===== src/rtl/crypto_stream_unit_if.sv =====
// Stream interface for crypto_stream_unit.
// Carries the input word channel (with its mode bit) and the result channel.
// The master modport is the side that produces input words and consumes
// results; the slave modport is the cipher unit itself.
interface crypto_stream_unit_if #(
    parameter int WIDTH = 4
);
    logic             in_valid;
    logic             in_ready;
    logic [WIDTH-1:0] in_data;
    logic             mode;
    logic             out_valid;
    logic             out_ready;
    logic [WIDTH-1:0] out_data;

    modport master (
        output in_valid,
        output in_data,
        output mode,
        output out_ready,
        input  in_ready,
        input  out_valid,
        input  out_data
    );

    modport slave (
        input  in_valid,
        input  in_data,
        input  mode,
        input  out_ready,
        output in_ready,
        output out_valid,
        output out_data
    );
endinterface


===== src/rtl/crypto_stream_unit.sv =====
// crypto_stream_unit: clocked stream cipher.
// Each accepted word is XORed with, and rotated by, the current value of a
// Galois LFSR keystream that is seeded by key_load and advances once per
// accepted word. Encrypt and decrypt are exact inverses for the same key and
// word order. The result is registered and handed out through valid/ready.
// Optional feature macro: CRYPTO_WORD_COUNT_EN adds a saturating 16-bit
// count of accepted words (word_cnt), cleared on reset and on key_load.
module crypto_stream_unit #(
    parameter int               WIDTH = 4,
    parameter logic [WIDTH-1:0] TAPS  = 4'b1100,
    localparam int              RW    = $clog2(WIDTH)
) (
    input  logic                 clk,
    input  logic                 rst_n,
    input  logic                 key_load,
    input  logic [WIDTH-1:0]     key_in,
    output logic                 keyed,
    crypto_stream_unit_if.slave  bus
`ifdef CRYPTO_WORD_COUNT_EN
    ,
    output logic [15:0]          word_cnt
`endif
);

    typedef enum logic {
        S_NOKEY = 1'b0,
        S_RUN   = 1'b1
    } state_t;

    state_t           r_state;
    logic             r_keyed;
    logic [WIDTH-1:0] r_ks;
    logic             r_outValid;
    logic [WIDTH-1:0] r_outData;
`ifdef CRYPTO_WORD_COUNT_EN
    logic [15:0]      r_wordCnt;
`endif

    logic             w_inReady;
    logic             w_accept;
    logic [RW-1:0]    w_rot;
    logic [WIDTH-1:0] w_encWord;
    logic [WIDTH-1:0] w_decWord;
    logic [WIDTH-1:0] w_ksNext;
    logic [WIDTH-1:0] w_seed;

    // Rotate left by r using a doubled word so any r in range is a plain shift.
    function automatic logic [WIDTH-1:0] rotl(input logic [WIDTH-1:0] x,
                                              input logic [RW-1:0]    r);
        logic [2*WIDTH-1:0] t;
        t = {x, x} << r;
        return t[2*WIDTH-1:WIDTH];
    endfunction

    // Rotate right by r, the mirror image of rotl.
    function automatic logic [WIDTH-1:0] rotr(input logic [WIDTH-1:0] x,
                                              input logic [RW-1:0]    r);
        logic [2*WIDTH-1:0] t;
        t = {x, x} >> r;
        return t[WIDTH-1:0];
    endfunction

    // Handshake, cipher datapath and next keystream value; in_ready ignores in_valid.
    always_comb begin
        w_inReady = (r_state == S_RUN) & ~key_load & (~r_outValid | bus.out_ready);
        w_accept  = bus.in_valid & w_inReady;
        w_rot     = r_ks[RW-1:0];
        w_encWord = rotl(bus.in_data ^ r_ks, w_rot);
        w_decWord = rotr(bus.in_data, w_rot) ^ r_ks;
        w_ksNext  = (r_ks >> 1) ^ (r_ks[0] ? TAPS : '0);
        w_seed    = (key_in == '0) ? {{(WIDTH-1){1'b0}}, 1'b1} : key_in;
    end

    // Key FSM, keystream, registered result and optional word counter.
    always_ff @(posedge clk or negedge rst_n) begin
        if (!rst_n) begin
            r_state    <= S_NOKEY;
            r_keyed    <= 1'b0;
            r_ks       <= '0;
            r_outValid <= 1'b0;
            r_outData  <= '0;
`ifdef CRYPTO_WORD_COUNT_EN
            r_wordCnt  <= 16'd0;
`endif
        end else begin
            if (key_load) begin
                r_state   <= S_RUN;
                r_keyed   <= 1'b1;
                r_ks      <= w_seed;
`ifdef CRYPTO_WORD_COUNT_EN
                r_wordCnt <= 16'd0;
`endif
            end else if (w_accept) begin
                r_ks      <= w_ksNext;
`ifdef CRYPTO_WORD_COUNT_EN
                if (r_wordCnt != 16'hFFFF) begin
                    r_wordCnt <= r_wordCnt + 16'd1;
                end
`endif
            end

            if (w_accept) begin
                r_outValid <= 1'b1;
                r_outData  <= bus.mode ? w_decWord : w_encWord;
            end else if (bus.out_ready) begin
                r_outValid <= 1'b0;
            end
        end
    end

    assign bus.in_ready  = w_inReady;
    assign bus.out_valid = r_outValid;
    assign bus.out_data  = r_outData;
    assign keyed         = r_keyed;
`ifdef CRYPTO_WORD_COUNT_EN
    assign word_cnt      = r_wordCnt;
`endif

endmodule

===== src/flat_wrapper.sv =====
// flat-port wrapper written by rule: the top's interface ports become plain ports
module crypto_stream_unit_flat 
#(
    parameter int               WIDTH = 4,
    parameter logic [WIDTH-1:0] TAPS  = 4'b1100,
    localparam int              RW    = $clog2(WIDTH)
)
  (clk, rst_n, key_load, key_in, keyed, bus_in_valid, bus_in_data, bus_mode, bus_out_ready, bus_in_ready, bus_out_valid, bus_out_data);
  crypto_stream_unit_if #(.WIDTH(WIDTH)) bus_i ();
  input  logic clk;
  input  logic rst_n;
  input  logic key_load;
  input  logic [WIDTH-1:0] key_in;
  output logic keyed;
  input wire logic [$bits(bus_i.in_valid)-1:0] bus_in_valid;
  input wire logic [$bits(bus_i.in_data)-1:0] bus_in_data;
  input wire logic [$bits(bus_i.mode)-1:0] bus_mode;
  input wire logic [$bits(bus_i.out_ready)-1:0] bus_out_ready;
  output wire logic [$bits(bus_i.in_ready)-1:0] bus_in_ready;
  output wire logic [$bits(bus_i.out_valid)-1:0] bus_out_valid;
  output wire logic [$bits(bus_i.out_data)-1:0] bus_out_data;
  assign bus_i.in_valid = bus_in_valid;
  assign bus_i.in_data = bus_in_data;
  assign bus_i.mode = bus_mode;
  assign bus_i.out_ready = bus_out_ready;
  assign bus_in_ready = bus_i.in_ready;
  assign bus_out_valid = bus_i.out_valid;
  assign bus_out_data = bus_i.out_data;
  crypto_stream_unit #(.WIDTH(WIDTH), .TAPS(TAPS)) u_core (.clk(clk), .rst_n(rst_n), .key_load(key_load), .key_in(key_in), .keyed(keyed), .bus(bus_i));
endmodule

===== config.mk =====
export PLATFORM = sky130hd
export DESIGN_NAME = crypto_stream_unit_flat
export DESIGN_NICKNAME = d
export VERILOG_FILES = /design/src/rtl/crypto_stream_unit_if.sv /design/src/rtl/crypto_stream_unit.sv /design/src/flat_wrapper.sv
export SDC_FILE = /design/constraint.sdc
export NUM_CORES = 1
export LEC_CHECK = 0
export BUFFER_PORTS_ARGS = -buffer_cell sky130_fd_sc_hd__buf_4
export CAP_MARGIN = 30
export CORE_UTILIZATION = 45
export CTS_CLUSTER_DIAMETER = 60
export DETAILED_ROUTE_END_ITERATION = 8
export GPL_ROUTABILITY_DRIVEN = 0
export PLACE_DENSITY_LB_ADDON = 0.3
export SLEW_MARGIN = 40
export SYNTH_ARGS = -nofsm -noshare
export SYNTH_HDL_FRONTEND = slang
export SYNTH_SLANG_ARGS = --single-unit
export TNS_END_PERCENT = 50

===== constraint.sdc =====
create_clock -name clk -period 1.7 [get_ports clk]
set_clock_uncertainty 0.05 [all_clocks]
set_input_delay 0.17 -clock clk [delete_from_list [all_inputs] [get_ports clk]]
set_output_delay 0.17 -clock clk [all_outputs]
set_load 0.005 [all_outputs]

Yosys cells after proc, flatten, opt, wreduce, memory -nomap -nowiden. Cells that the tools add are included. W data, S select, Z words.

Flip-flop bits (word level): 10. Logic and storage cells: 25.

Shifts and indexed selects: 2. Mux-type cells: 7. Bitwise operators: 9. Reduce and logical (&&, ||, !) cells: 3.

Operators with widths (number): $mux W4 (5); $shl A8 B2 Y8 (1); $shr A8 B2 Y4 (1); $xor A4 B4 Y4 (2); $logic_not A4 Y1 (1); $reduce_bool A2 Y1 (2); $xor A3 B4 Y4 (1); $and A1 B1 Y1 (3); $mux W1 (2); $not A1 Y1 (2); $or A1 B1 Y1 (1).

Logic depth before layout (Yosys ltp).
Depth after elaboration: 6. Depth in mapped cells: 6. Depth with buffers taken out: 4.

Worst setup path after synthesis. OpenSTA, ideal clock, no wires.

Kind: register to register. Start point: register u_core.r_ks[3]. End point: register u_core.r_outData[1], in the netlist u_core.bus.out_data[1]. Library setup time: 125 ps. Data arrival time: 1391 ps. Required time: 1525 ps. Slack: 134 ps. Cell stages (with the launch flop): 5. Path buffers: 0. Cells stage by stage: dfrtp_1 > xnor2_1 > mux2i_1 > mux4_2 > mux2_2.

Word-level cells in the longest chain between the ends: 3.

RTL lines: start: declaration (line crypto_stream_unit.sv:32) `logic [WIDTH-1:0] r_ks;`; start signal: assignment (line crypto_stream_unit.sv:89) `r_ks <= w_seed;`; start signal: assignment (line crypto_stream_unit.sv:94) `r_ks <= w_ksNext;`; $xor A4 B4 Y4 (line crypto_stream_unit.sv:68) `w_encWord = rotl(bus.in_data ^ r_ks, w_rot);`; $shl A8 B2 Y8 (line crypto_stream_unit.sv:51) `t = {x, x} << r;`; $mux W4 (line crypto_stream_unit.sv:104) `r_outData <= bus.mode ? w_decWord : w_encWord;`; end signal: assignment (line crypto_stream_unit.sv:104); end: declaration (line crypto_stream_unit.sv:34) `logic [WIDTH-1:0] r_outData;`.

No other way between the ends. A chain may end at the register's enable or synchronous reset.

Worst setup path after layout.
Start point: register u_core.r_ks[0]. End point: register u_core.r_outData[1], in the netlist u_core.bus.out_data[1].

Word-level cells in the longest chain between the ends: 3. Elaborated cells between the ends (all ways): 5. Classes of those cells: 2 x shift; 1 x mux; 2 x bitwise.

RTL lines (line): $xor A4 B4 Y4 or $shr A8 B2 Y4 (tied branches) (crypto_stream_unit.sv:68, crypto_stream_unit.sv:59); $shl A8 B2 Y8 or $xor A4 B4 Y4 (tied branches) (crypto_stream_unit.sv:51, crypto_stream_unit.sv:69); $mux W4 * (crypto_stream_unit.sv:104).

Mark *: on every way between the ends. The rest lies on a longest branch, timed or not.

==> impl_metrics.csv <==
group,metric,value,unit
placed_design,io_buffers,20,
power_and_ir_drop,power_density,815,nW/um^2
route,vias,596,
critical_path,startpoint_type,"flip-flop",
clock_network,htree_levels,1,
final_layout,final_nets,112,
synth,yosys_warnings,0,
power_and_ir_drop,leakagePower,0.000445,uW
floorplan,row_count,13,
final_layout,area_growth,29.4,%
placed_design,dp_slack,33.0,ps
worst_hold_path,worst_hold_path_type,"primary input to flip-flop",
route,drtPass1Iterations,4,
timing,final_max_slew_viol_count,0,
floorplan,fp.dieArea,1740,um^2
timing,tns,0,ps
worst_hold_path,hold-path-cell-count,3,
global_route,antenna_found_initial,0,
global_route,grt_max_degree,13,
final_layout,nFillCells,122,
critical_path,crit_type,"flip-flop to flip-flop",
route,wl,1490,um
clock_network,clock_latency,260,ps
critical_path,worst_setup_path_end_kind,"flip-flop",
critical_path,r2r_cells,4,
synth,synth_cell_types,30,
synth,syn_area,711,um^2
clock_network,cts_root_buffer,"clkbuf_4",
clock_network,cts_tree,"yes",
route,detail_route.vias_per_cell,5.37,
synth,synth.area.top_cells,"dfrtp_1, mux2i_1, mux4_2, xnor2_1, a21oi_1",
route,drc,0,
timing,setup_violations,0,
global_route,grt_pass1_wl,2500,um
critical_path,crit_cells,4,
synth,synth_top_area_cell,"dfrtp_1",
placed_design,dpl-instance-area,886,um^2
timing,slew_headroom,82.8,%
timing,worst_hold_slack,77.7,ps
critical_path,critPathBufInv,1,
synth,synth_fp_nets,85,
final_layout,multiInputGateArea,410,um^2
placed_design,hpwl,1180,um
route,first_iter_violations,4,
timing,max_freq,606,MHz
synth,avgSynthCellArea,10.0,um^2
critical_path,slowest_stage,"mux4_2",
critical_path,crit_family,"multiplexers",
synth,synth_cells,71,
critical_path,cp_max_fo,10,
timing,hold_viol,0,
global_route,grt_pass1_vias,606,
timing,post-route-period-util,97.1,%
final_layout,final_area,920,um^2
run,max_cap_violations,0,
clock_network,cts_post_setup_buffers_inserted,0,
final_layout,seqCellArea,251,um^2
critical_path,critPathArrivalTime,1750,ps
power_and_ir_drop,peakVddDrop,0.000548,V
floorplan,initial_core_util,51.4,%
timing,grt_setup_unrepaired,"no",
critical_path,required,1800,ps
timing,layout_setup_ws,49.0,ps
final_layout,n_antenna_cell,0,
floorplan,die_x,41.7,um
critical_path,critical-path-max-stage-delay,460,ps
synth,synth-seq-cells,10,
route,wl_per_cell,13.5,um
timing,worstMarginPinSlew,258,ps
global_route,gr-usage-all-layers,19.3,%
global_route,globalRouteOverflowTotal,0,
critical_path,worstPathCellList,"buf_4 > mux2i_1 > mux4_2 > mux2_2",
floorplan,io_pins,21,
clock_network,clk_path_buf_depth,2,
route,antenna_left,0,
final_layout,drive_gt1_share,37.5,%
synth,yosysSeqAreaShare,35.2,%
clock_network,cts_buffers,3,
status,status,"completed",
floorplan,die_h,41.7,um
clock_network,cts_sinks,10,
floorplan,core_area,1380,um^2
timing,fin_crit,1650,ps
synth,synth_top_cell_area_share,35.2,%
clock_network,clkTransAtPathRegs,60,ps
path summary, 6_finish.rpt:
kind / start / to / slack [ps]
max in group asynchronous: rst_n / u_core.r_ks[0] / 1230
min: key_in[2] / u_core.r_ks[2] / 80
min in group asynchronous: rst_n / u_core.bus.out_data[3] / 220
min reg2reg: u_core.bus.out_data[2] / u_core.bus.out_data[2] / 420
max reg2reg: u_core.r_ks[0] / u_core.bus.out_data[1] / 50
max: u_core.r_ks[0] / u_core.bus.out_data[1] / 50
cell usage after synthesis (all sizes together):
master	n
or2	1
xnor2	4
o211ai	1
a21oi	6
nand4b	1
a221oi	1
a21o	1
mux2	1
nor2	2
a31oi	1
nor3	1
and2	2
nand2b	1
o21ai	5
a221o	1
inv	3
a22o	1
clkbuf	2
nand2	7
or2b	1
buf	3
mux4	3
and3b	1
o31ai	2
mux2i	7
dfrtp	10
xor2	1
a211o	1
layer usage:
layer	GRT usage [%]	share of wire (%)
met5	0	0
met4	7.74	0.80
met3	6.52	4.1
met2	34.7	53
met1	20.3	42
cell families (layout without fill, tap and decap cells):
group	count (synthesis)	in the layout	share of synthesized area, %
and+or+nand+nor	17	17	12.7
DFF	10	10	35.2
AOI/OAI and AO/OA	20	20	18.0
muxes	11	11	21.0
xor gates and xnor gates	5	5	6.16
buffers and inverters	8	33	7.04
metrics by stage:
step,util [%],std cells,power [uW]
finish,66.5,111,750
global route,66.5,111,802
floorplan,-,71,479
detailed placement,64.1,107,598
CTS,66.4,111,764
global placement,64.1,107,591
report_power, final:
| part | total (uW) | switching (uW) | internal, uW |
|---|---|---|---|
| Combinational | 287 | 118 | 169 |
| Sequential | 305 | 27.6 | 278 |
| Clock | 157 | 75.7 | 81.6 |
| Total | 750 | 222 | 528 |
registers in the layout (all words and copies together) (netlist names):
| signal | count |
|---|---|
| u_core.keyed | 1 |
| u_core.r_ks | 4 |
| u_core.bus.out_valid | 1 |
| u_core.bus.out_data | 4 |
final cells by class:
class,count,area share [%]
multi-input combinational,53,44.6
inverter,3,1.22
clock buffer,3,2.45
sequential,10,27.3
tap,15,2.04
timing repair buffer,27,22.3
timing repair:
| item | 4_1_cts | 5_1_grt |
|---|---|---|
| endpoints found under the setup margin | 0 | 1 |
| gates resized for setup | 0 | 1 |
| hold buffers | 1 | 0 |
| hold endpoints to repair | 10 | 0 |
tightest hold or removal path, stage by stage:
cell and delay, ps:
buf_4 80, nand2_1 40, o21ai_0 60
cell usage in the layout (no fill, tap or decap):
cell           netlist  final
clkbuf_4             0      3
nand4b_1             1      1
inv_1                3      3
or2b_2               1      1
o31ai_1              2      2
and3b_1              1      1
nor3_1               1      1
mux2_2               1      1
a221oi_1             1      1
mux4_2               3      3
xnor2_1              4      4
nor2_1               2      2
nand2_1              7      7
xor2_1               1      1
a21oi_1              6      6
and2_1               2      2
dfrtp_1             10      9
buf_4                0     26
nand2b_1             1      1
a21o_1               1      1
a221o_1              1      1
o211ai_1             1      1
a211o_1              1      1
mux2i_1              7      7
a31oi_1              1      1
a22o_1               1      1
dfrtp_2              0      1
or2_2                1      1
o21ai_0              5      5
dlygate4sd3_1        0      1
Power figures use the tool's default switching activity.
